**config.mk**
```make
export PLATFORM = sky130hd
export DESIGN_NAME = sat_mac_flat
export DESIGN_NICKNAME = d
export VERILOG_FILES = /design/src/rtl/sat_mac_if.sv /design/src/rtl/sat_mac.sv /design/src/flat_wrapper.sv
export SDC_FILE = /design/constraint.sdc
export NUM_CORES = 1
export LEC_CHECK = 0
export BUFFER_PORTS_ARGS = -buffer_cell sky130_fd_sc_hd__buf_2
export CORE_ASPECT_RATIO = 0.5
export CORE_MARGIN = 5
export CORE_UTILIZATION = 40
export DETAILED_ROUTE_END_ITERATION = 8
export PLACE_DENSITY_LB_ADDON = 0.15
export SYNTH_ARGS = -nofsm -noshare
export SYNTH_HDL_FRONTEND = slang
export SYNTH_SLANG_ARGS = --single-unit
```
**constraint.sdc**
```tcl
create_clock -name clk -period 11.25 [get_ports clk]
set_input_delay 1.125 -clock clk [delete_from_list [all_inputs] [get_ports clk]]
set_output_delay 1.125 -clock clk [all_outputs]
set_load 0.05 [all_outputs]
```
**src/rtl/sat_mac_if.sv**
```systemverilog
// Stream interface for sat_mac: operand-pair input channel and result output channel.
//   in_valid/in_ready : operand pair handshake, in_a/in_b signed W-bit operands
//   out_valid/out_ready : result handshake, out_data saturated sum, out_sat sticky flag
// master = producer/consumer side (testbench or upstream), slave = the MAC itself.
interface sat_mac_if #(
  parameter int unsigned W = 16
);
  logic         in_valid;
  logic         in_ready;
  logic [W-1:0] in_a;
  logic [W-1:0] in_b;
  logic         out_valid;
  logic         out_ready;
  logic [W-1:0] out_data;
  logic         out_sat;

  modport master (
    output in_valid, in_a, in_b, out_ready,
    input  in_ready, out_valid, out_data, out_sat
  );

  modport slave (
    input  in_valid, in_a, in_b, out_ready,
    output in_ready, out_valid, out_data, out_sat
  );
endinterface

```
**src/rtl/sat_mac.sv**
```systemverilog
// Saturating signed fixed-point multiply-accumulate. Sums TERMS products of Q(W-F).F
// operands and presents one clamped W-bit result per group; every intermediate step
// clamps instead of wrapping.
// Ports:
//   clk   : rising-edge clock
//   reset : synchronous active-high reset, highest priority
//   clear : synchronous abort of the current group (discards any held result)
//   bus   : sat_mac_if slave modport (in_valid/in_ready/in_a/in_b,
//           out_valid/out_ready/out_data/out_sat)
module sat_mac #(
  parameter int unsigned W     = 16,
  parameter int unsigned F     = 8,
  parameter int unsigned TERMS = 8
) (
  input logic      clk,
  input logic      reset,
  input logic      clear,
  sat_mac_if.slave bus
);

  localparam int unsigned CntW = $clog2(TERMS + 1);
  localparam logic signed [W-1:0] MaxVal = {1'b0, {(W-1){1'b1}}};
  localparam logic signed [W-1:0] MinVal = {1'b1, {(W-1){1'b0}}};

  typedef enum logic [1:0] {StAcc, StDrain, StHold} state_e;

  state_e              state_q, state_d;
  logic [CntW-1:0]     count_q, count_d;
  logic signed [W-1:0] p_reg_q, p_reg_d;
  logic signed [W-1:0] acc_q, acc_d;
  logic                p_vld_q, p_vld_d;
  logic                sat_q, sat_d;

  logic                  accept;
  logic signed [2*W-1:0] prod;
  logic signed [2*W-1:0] prod_shift;
  logic                  prod_clamp;
  logic signed [W-1:0]   prod_sat;
  logic signed [W:0]     sum;
  logic                  sum_clamp;
  logic signed [W-1:0]   sum_sat;

  assign accept = bus.in_valid && (state_q == StAcc);

  // Product path: full-width multiply, floor shift, clamp to W bits.
  always_comb begin
    prod       = (2*W)'($signed(bus.in_a)) * (2*W)'($signed(bus.in_b));
    prod_shift = prod >>> F;
    // Fits in W bits only when the top W+1 bits are all copies of the sign.
    prod_clamp = !((&prod_shift[2*W-1:W-1]) || (~|prod_shift[2*W-1:W-1]));
    if (prod_clamp) begin
      prod_sat = prod_shift[2*W-1] ? MinVal : MaxVal;
    end else begin
      prod_sat = prod_shift[W-1:0];
    end
  end

  // Accumulate path: W+1-bit sum, overflow when the two top bits disagree.
  always_comb begin
    sum       = (W+1)'(acc_q) + (W+1)'(p_reg_q);
    sum_clamp = sum[W] ^ sum[W-1];
    if (sum_clamp) begin
      sum_sat = sum[W] ? MinVal : MaxVal;
    end else begin
      sum_sat = sum[W-1:0];
    end
  end

  always_comb begin
    state_d = state_q;
    count_d = count_q;
    p_reg_d = p_reg_q;
    p_vld_d = accept;
    acc_d   = acc_q;
    sat_d   = sat_q;

    if (accept) begin
      p_reg_d = prod_sat;
      count_d = count_q + CntW'(1);
      if (prod_clamp) sat_d = 1'b1;
    end

    if (p_vld_q) begin
      acc_d = sum_sat;
      if (sum_clamp) sat_d = 1'b1;
    end

    unique case (state_q)
      StAcc: begin
        if (accept && (count_q == CntW'(TERMS - 1))) state_d = StDrain;
      end
      StDrain: state_d = StHold;
      StHold: begin
        if (bus.out_ready) begin
          state_d = StAcc;
          acc_d   = '0;
          sat_d   = 1'b0;
          count_d = '0;
        end
      end
      default: state_d = StAcc;
    endcase

    if (clear) begin
      state_d = StAcc;
      acc_d   = '0;
      count_d = '0;
      p_vld_d = 1'b0;
      sat_d   = 1'b0;
    end
  end

  always_ff @(posedge clk) begin
    if (reset) begin
      state_q <= StAcc;
      count_q <= '0;
      p_reg_q <= '0;
      p_vld_q <= 1'b0;
      acc_q   <= '0;
      sat_q   <= 1'b0;
    end else begin
      state_q <= state_d;
      count_q <= count_d;
      p_reg_q <= p_reg_d;
      p_vld_q <= p_vld_d;
      acc_q   <= acc_d;
      sat_q   <= sat_d;
    end
  end

  assign bus.in_ready  = (state_q == StAcc);
  assign bus.out_valid = (state_q == StHold);
  assign bus.out_data  = acc_q;
  assign bus.out_sat   = sat_q;

endmodule

```
**src/flat_wrapper.sv**
```systemverilog
// flat-port wrapper written by rule: the top's interface ports become plain ports
module sat_mac_flat 
#(
  parameter int unsigned W     = 16,
  parameter int unsigned F     = 8,
  parameter int unsigned TERMS = 8
)
  (clk, reset, clear, bus_in_valid, bus_in_a, bus_in_b, bus_out_ready, bus_in_ready, bus_out_valid, bus_out_data, bus_out_sat);
  sat_mac_if #(.W(W)) bus_i ();
  input logic clk;
  input logic reset;
  input logic clear;
  input wire logic [$bits(bus_i.in_valid)-1:0] bus_in_valid;
  input wire logic [$bits(bus_i.in_a)-1:0] bus_in_a;
  input wire logic [$bits(bus_i.in_b)-1:0] bus_in_b;
  input wire logic [$bits(bus_i.out_ready)-1:0] bus_out_ready;
  output wire logic [$bits(bus_i.in_ready)-1:0] bus_in_ready;
  output wire logic [$bits(bus_i.out_valid)-1:0] bus_out_valid;
  output wire logic [$bits(bus_i.out_data)-1:0] bus_out_data;
  output wire logic [$bits(bus_i.out_sat)-1:0] bus_out_sat;
  assign bus_i.in_valid = bus_in_valid;
  assign bus_i.in_a = bus_in_a;
  assign bus_i.in_b = bus_in_b;
  assign bus_i.out_ready = bus_out_ready;
  assign bus_in_ready = bus_i.in_ready;
  assign bus_out_valid = bus_i.out_valid;
  assign bus_out_data = bus_i.out_data;
  assign bus_out_sat = bus_i.out_sat;
  sat_mac #(.W(W), .F(F), .TERMS(TERMS)) u_core (.clk(clk), .reset(reset), .clear(clear), .bus(bus_i));
endmodule
```
Word-level counts from Yosys, hierarchy flattened
Index checks and enable logic that the tools add are counted.
- flip-flop bits (word level): 40
- bits of input ports: 37
- output and inout bits: 19
- logic and storage cells: 43
- add/sub/neg operators: 2
- $mul: 1
- equality and inequality tests: 5
- multiplexer cells: 19
- bitwise operators: 1
- reduce and logical (&&, ||, !) cells: 9
- operators by type and width (kind ; count):
    2-to-1 mux 16 bit ; 7
    multiplier 16 x 16 -> 32 bit ; 1
    adder 16 x 16 -> 17 bit ; 1
    2-to-1 mux 4 bit ; 3
    AND reduction 9 bit ; 1
    OR reduction 9 bit ; 1
    2-to-1 mux 1 bit ; 6
    one-hot mux 2 bit (3 select lines) ; 1
    adder 4 x 1 -> 4 bit, second input constant ; 1
    equality test 4 x 3 -> 1 bit, second input constant ; 1
    2-to-1 mux 2 bit ; 2
    equality test 2 x 1 -> 1 bit, second input constant ; 1
    equality test 2 bit, second input constant ; 1
    logical AND 1 bit ; 2
    logical NOT 2 bit ; 1
    != test 2 x 1 -> 1 bit, second input constant ; 1
    != test 2 bit, second input constant ; 1
    AND reduction 2 bit ; 1
    OR reduction 2 bit ; 1
    logical NOT 1 bit ; 1
    logical OR 1 bit ; 1
    bitwise XOR 1 bit ; 1

Longest topological paths before layout
- word-level depth: 10
- gate-level depth with buffers: 27
- gate-level depth less buffers: 25

Worst setup path after synthesis
Ideal clock, no wire load.
- path type: input -> register
- start point: input bus_in_b[1]
- end point: register u_core.p_reg_q[5]
- library setup time: 0.122 ns
- arrival time: 7.367 ns
- data required time: 11.128 ns
- slack: 3.762 ns
- stages: 26
- path buffers: 3
- path through: clkbuf_1 -> nand2_1 -> inv_1 -> fa_1 -> inv_1 -> fa_1 -> inv_1 -> fa_1 -> fa_1 -> fa_1 -> inv_1 -> fa_1 -> inv_1 -> ha_1 -> buf_2 -> nand4_1 -> nor4_1 -> a41oi_1 -> o21a_2 -> a21o_1 -> o21ai_0 -> nor2_2 -> or2_4 -> and2_4 -> buf_6 -> a221o_1
- cells in the longest elaborated chain, start to end: 5
- elaborated cells on any way between the ends: 7
- those cells by class: mul: 1; mux: 2; reduce/logical: 4
- RTL lines (item ; RTL line ; RTL):
    from (decl) ; flat_wrapper.sv:15 ; input wire logic [$bits(bus_i.in_b)-1:0] bus_in_b;
    multiplier 16 x 16 -> 32 bit * ; sat_mac.sv:47 ; prod = (2*W)'($signed(bus.in_a)) * (2*W)'($signed(bus.in_b));
    OR reduction 9 bit ; sat_mac.sv:50 ; prod_clamp = !((&prod_shift[2*W-1:W-1]) || (~|prod_shift[2*W-1:W-1]));
    logical NOT 1 bit ; sat_mac.sv:50 ;
    logical OR 1 bit ; sat_mac.sv:50 ;
    2-to-1 mux 16 bit * ; sat_mac.sv:51 ; if (prod_clamp) begin
    to (signal assigned) ; sat_mac.sv:124 ; p_reg_q <= p_reg_d;
    to (decl) ; sat_mac.sv:29 ; logic signed [W-1:0] p_reg_q, p_reg_d;
Mark *: on every way between the ends. The rest lies on a longest branch, timed or not.
A chain may end at the register's enable or synchronous reset.

Worst setup path in the final report
- start point: input bus_in_b[1]
- end point: register u_core.p_reg_q[0]
The elaborated chain is that of the path after synthesis.

==> impl_metrics.toml <==
[drt]
drc = 0
dr.pass1.iters = 6
vias_per_cell = 5.15
drt_iter0_drc = 453
wl_microns = 31800
num_vias = 9320
avgRoutedWirePerCell_microns = 17.5
detail-route-antenna-nets = 0

[timing]
slew_viol_final = 0
hold_viol_final = 0
setup_viol_count_final = 0
fmax_mhz = 124
period_share_pct = 71.6
final.setup_skew_ns = 0.00887
worstMarginPinSlew_ns = 0.756
rsz0062_at_grt = "no"
period_minus_slack_ns = 8.06
maxSlewHeadroom_pct = 49.4
fin_hold_ws_ns = 0.487
final.setup.tns_ns = 0

[synth]
synth.avg_cell_area_sq_um = 8.77
synth_edf_count = 0
syn-num-nets = 1791
ys_warn_count = 0
syn_inst = 1396
async_flop_share_pct = 0
syn_area_sq_um = 12200
synthFlopType = "dfxtp_1"
synth-seq-cells = 40
synth-seq-area-share_pct = 6.54
ys_types = 62

[floorplan]
floorplan.rows = 45
die_area_sq_um = 34400
die_h_microns = 134
die_x_microns = 257
pin_count = 56
initial_core_util_pct = 40.5
core_area_sq_um = 30200

[setup_path]
crit_chain = "buf_2, nand2_1, inv_1, fa_1, inv_1, fa_1, inv_1, fa_1, fa_1, fa_1, inv_1, fa_1, inv_1, ha_1, nand4_1, nor2_1, a22oi_1, and2_2, a21o_1, o21ai_0, nor2_2, or2_4, and2_4, a221o_2"
path_delay_family = "adder cells"
worst_ep_required_time_ns = 11.42
worst_path_largest_cell_delay_ns = 0.73
end_kind = "flop"
cp.arrival_ns = 8.23
worstSetupPathType = "in -> reg"
worstPathMaxFanout = 16
critPathBufInv = 6
crit_path_top_delay_cell = "fa_1"
start_kind = "input port"
path_common_cell = "fa_1"

[layout]
syn2layout_area_growth_pct = 5.96
drive_above_1_share_pct = 5.45
final_common_cell = "inv_1"
final_cell_mix = "inv_1 (299), fa_1 (262), nand2_1 (162), and2_1 (122), ha_1 (96)"
fin_cells = 1811
final_net_count = 1806
n_fill_cell = 2977
antenna_cells = 0
final_core_util_pct = 42.9

[cts]
cts_tree = "done"
cts-root-buf = "clkbuf_16"
cts_resized = 0
clk_latency_ns = 0.28
cts_hold_buf = 0
clk_path_buf_depth = 2
cts_setup_buffers = 0
path_clk_slew_ns = 0.06
htree_levels = 2
cts_buffers = 5
cts_sinks = 40

[global_routing]
grt_pass1_vias = 9825
track_usage_pct = 18.8
grt_max_degree = 21
grt.overflow.total = 0
grt_pass1_wl_microns = 52700
grt_use_met1_pct = 28.5
top_usage_layer = "met2"
met2_usage_pct = 30.1
grt_antenna_before_repair = 0
met3_usage_pct = 2.14

[placed_design]
gp_congestion = 0.834
place_inst = 1803
dp_hpwl_microns = 26500
numPortBuffers = 55

[run]
maxCapViolations = 0

[min_path]
min-delay-path-class = "reg -> reg"

[run_status]
status = "completed"
-- registers in the layout, indices dropped and copies added (netlist names) --
| register | flops |
|---|---|
| u_core.p_reg_q | 16 |
| u_core.bus.out_sat | 1 |
| u_core.count_q | 4 |
| u_core.p_vld_q | 1 |
| u_core.bus.out_data | 16 |
| u_core.state_q | 2 |
-- cells by family after synthesis --
| logic type | synth area share (%) |
|---|---|
| simple gates | 18.0 |
| fa+ha+maj | 52.6 |
| buf+inv | 10.9 |
| xor+xnor | 3.42 |
| compound gates | 8.51 |
| flops | 6.54 |
-- layout make-up --
| class | count | area [sq um] | share of cell area (%) |
|---|---|---|---|
| clock inverter | 3 | 46.3 | 0.357 |
| inverter | 299 | 1120 | 8.65 |
| clock buffer | 5 | 125 | 0.964 |
| timing repair buffer | 55 | 275 | 2.12 |
| sequential | 40 | 801 | 6.17 |
| multi-input combinational | 1010 | 10100 | 77.9 |
| tap | 399 | 499 | 3.85 |
-- through the flow --
step	worst slack, ns	area, sq um
finish	3.19	13000
global route	2.68	13000
CTS	3.20	13000
detailed placement	2.92	12800
global placement	2.93	12800
floorplan	3.76	12200
-- synth_stat cells (4+ instances only) --
cell type  count  area share [%]
nand4_1       17            0.87
inv_1        299             9.2
a211oi_1      10            0.61
nand3_1       12            0.49
buf_2          7            0.29
o21a_1         5            0.31
a21oi_1       45             1.8
o211ai_1       7            0.43
a221o_1       11            0.90
xor2_1        16             1.1
and2_1       122             6.2
a21o_1        11            0.67
o31ai_1        7            0.43
nor2b_1        4            0.20
fa_1         262              43
nor2_1        82             2.5
o21ai_0       23            0.94
nor3_1        26             1.1
o21bai_1       4            0.25
ha_1          96             9.8
clkbuf_1      34             1.0
nor4_1         6            0.31
dfxtp_1       40             6.5
nand2b_1       8            0.41
nand2_1      162             5.0
xnor2_1       30             2.1
-- tightest hold or removal path: cells and delay by family (launching register included) --
| kind | cells | cell delay [ns] |
|---|---|---|
| DFF | 1 | 0.33 |
| and+or+nand+nor | 1 | 0.06 |
| AOI/OAI and AO/OA | 1 | 0.05 |
-- worst paths after layout --
check                                     from                                end  slack, ns  cells past startpoint
min            u_core.p_reg_q[15]$_SDFFE_PP0P_    u_core.p_reg_q[15]$_SDFFE_PP0P_       0.49                      2
min reg2reg    u_core.p_reg_q[15]$_SDFFE_PP0P_    u_core.p_reg_q[15]$_SDFFE_PP0P_       0.49                      2
max                                bus_in_b[1]     u_core.p_reg_q[0]$_SDFFE_PP0P_       3.19                     24
max reg2reg  u_core.bus.out_data[0]$_SDFF_PP0_  u_core.bus.out_data[1]$_SDFF_PP0_       7.71                     11
-- metal layers --
metal	part of all wire (%)	wire [microns]
met1	49	15700
met2	46	14500
met3	4.2	1330
met4	0.88	281
met5	0	0
Power is left out: the tool's default activity adds up to more than one toggle a clock period on the data nets, which glitch-free logic cannot reach.
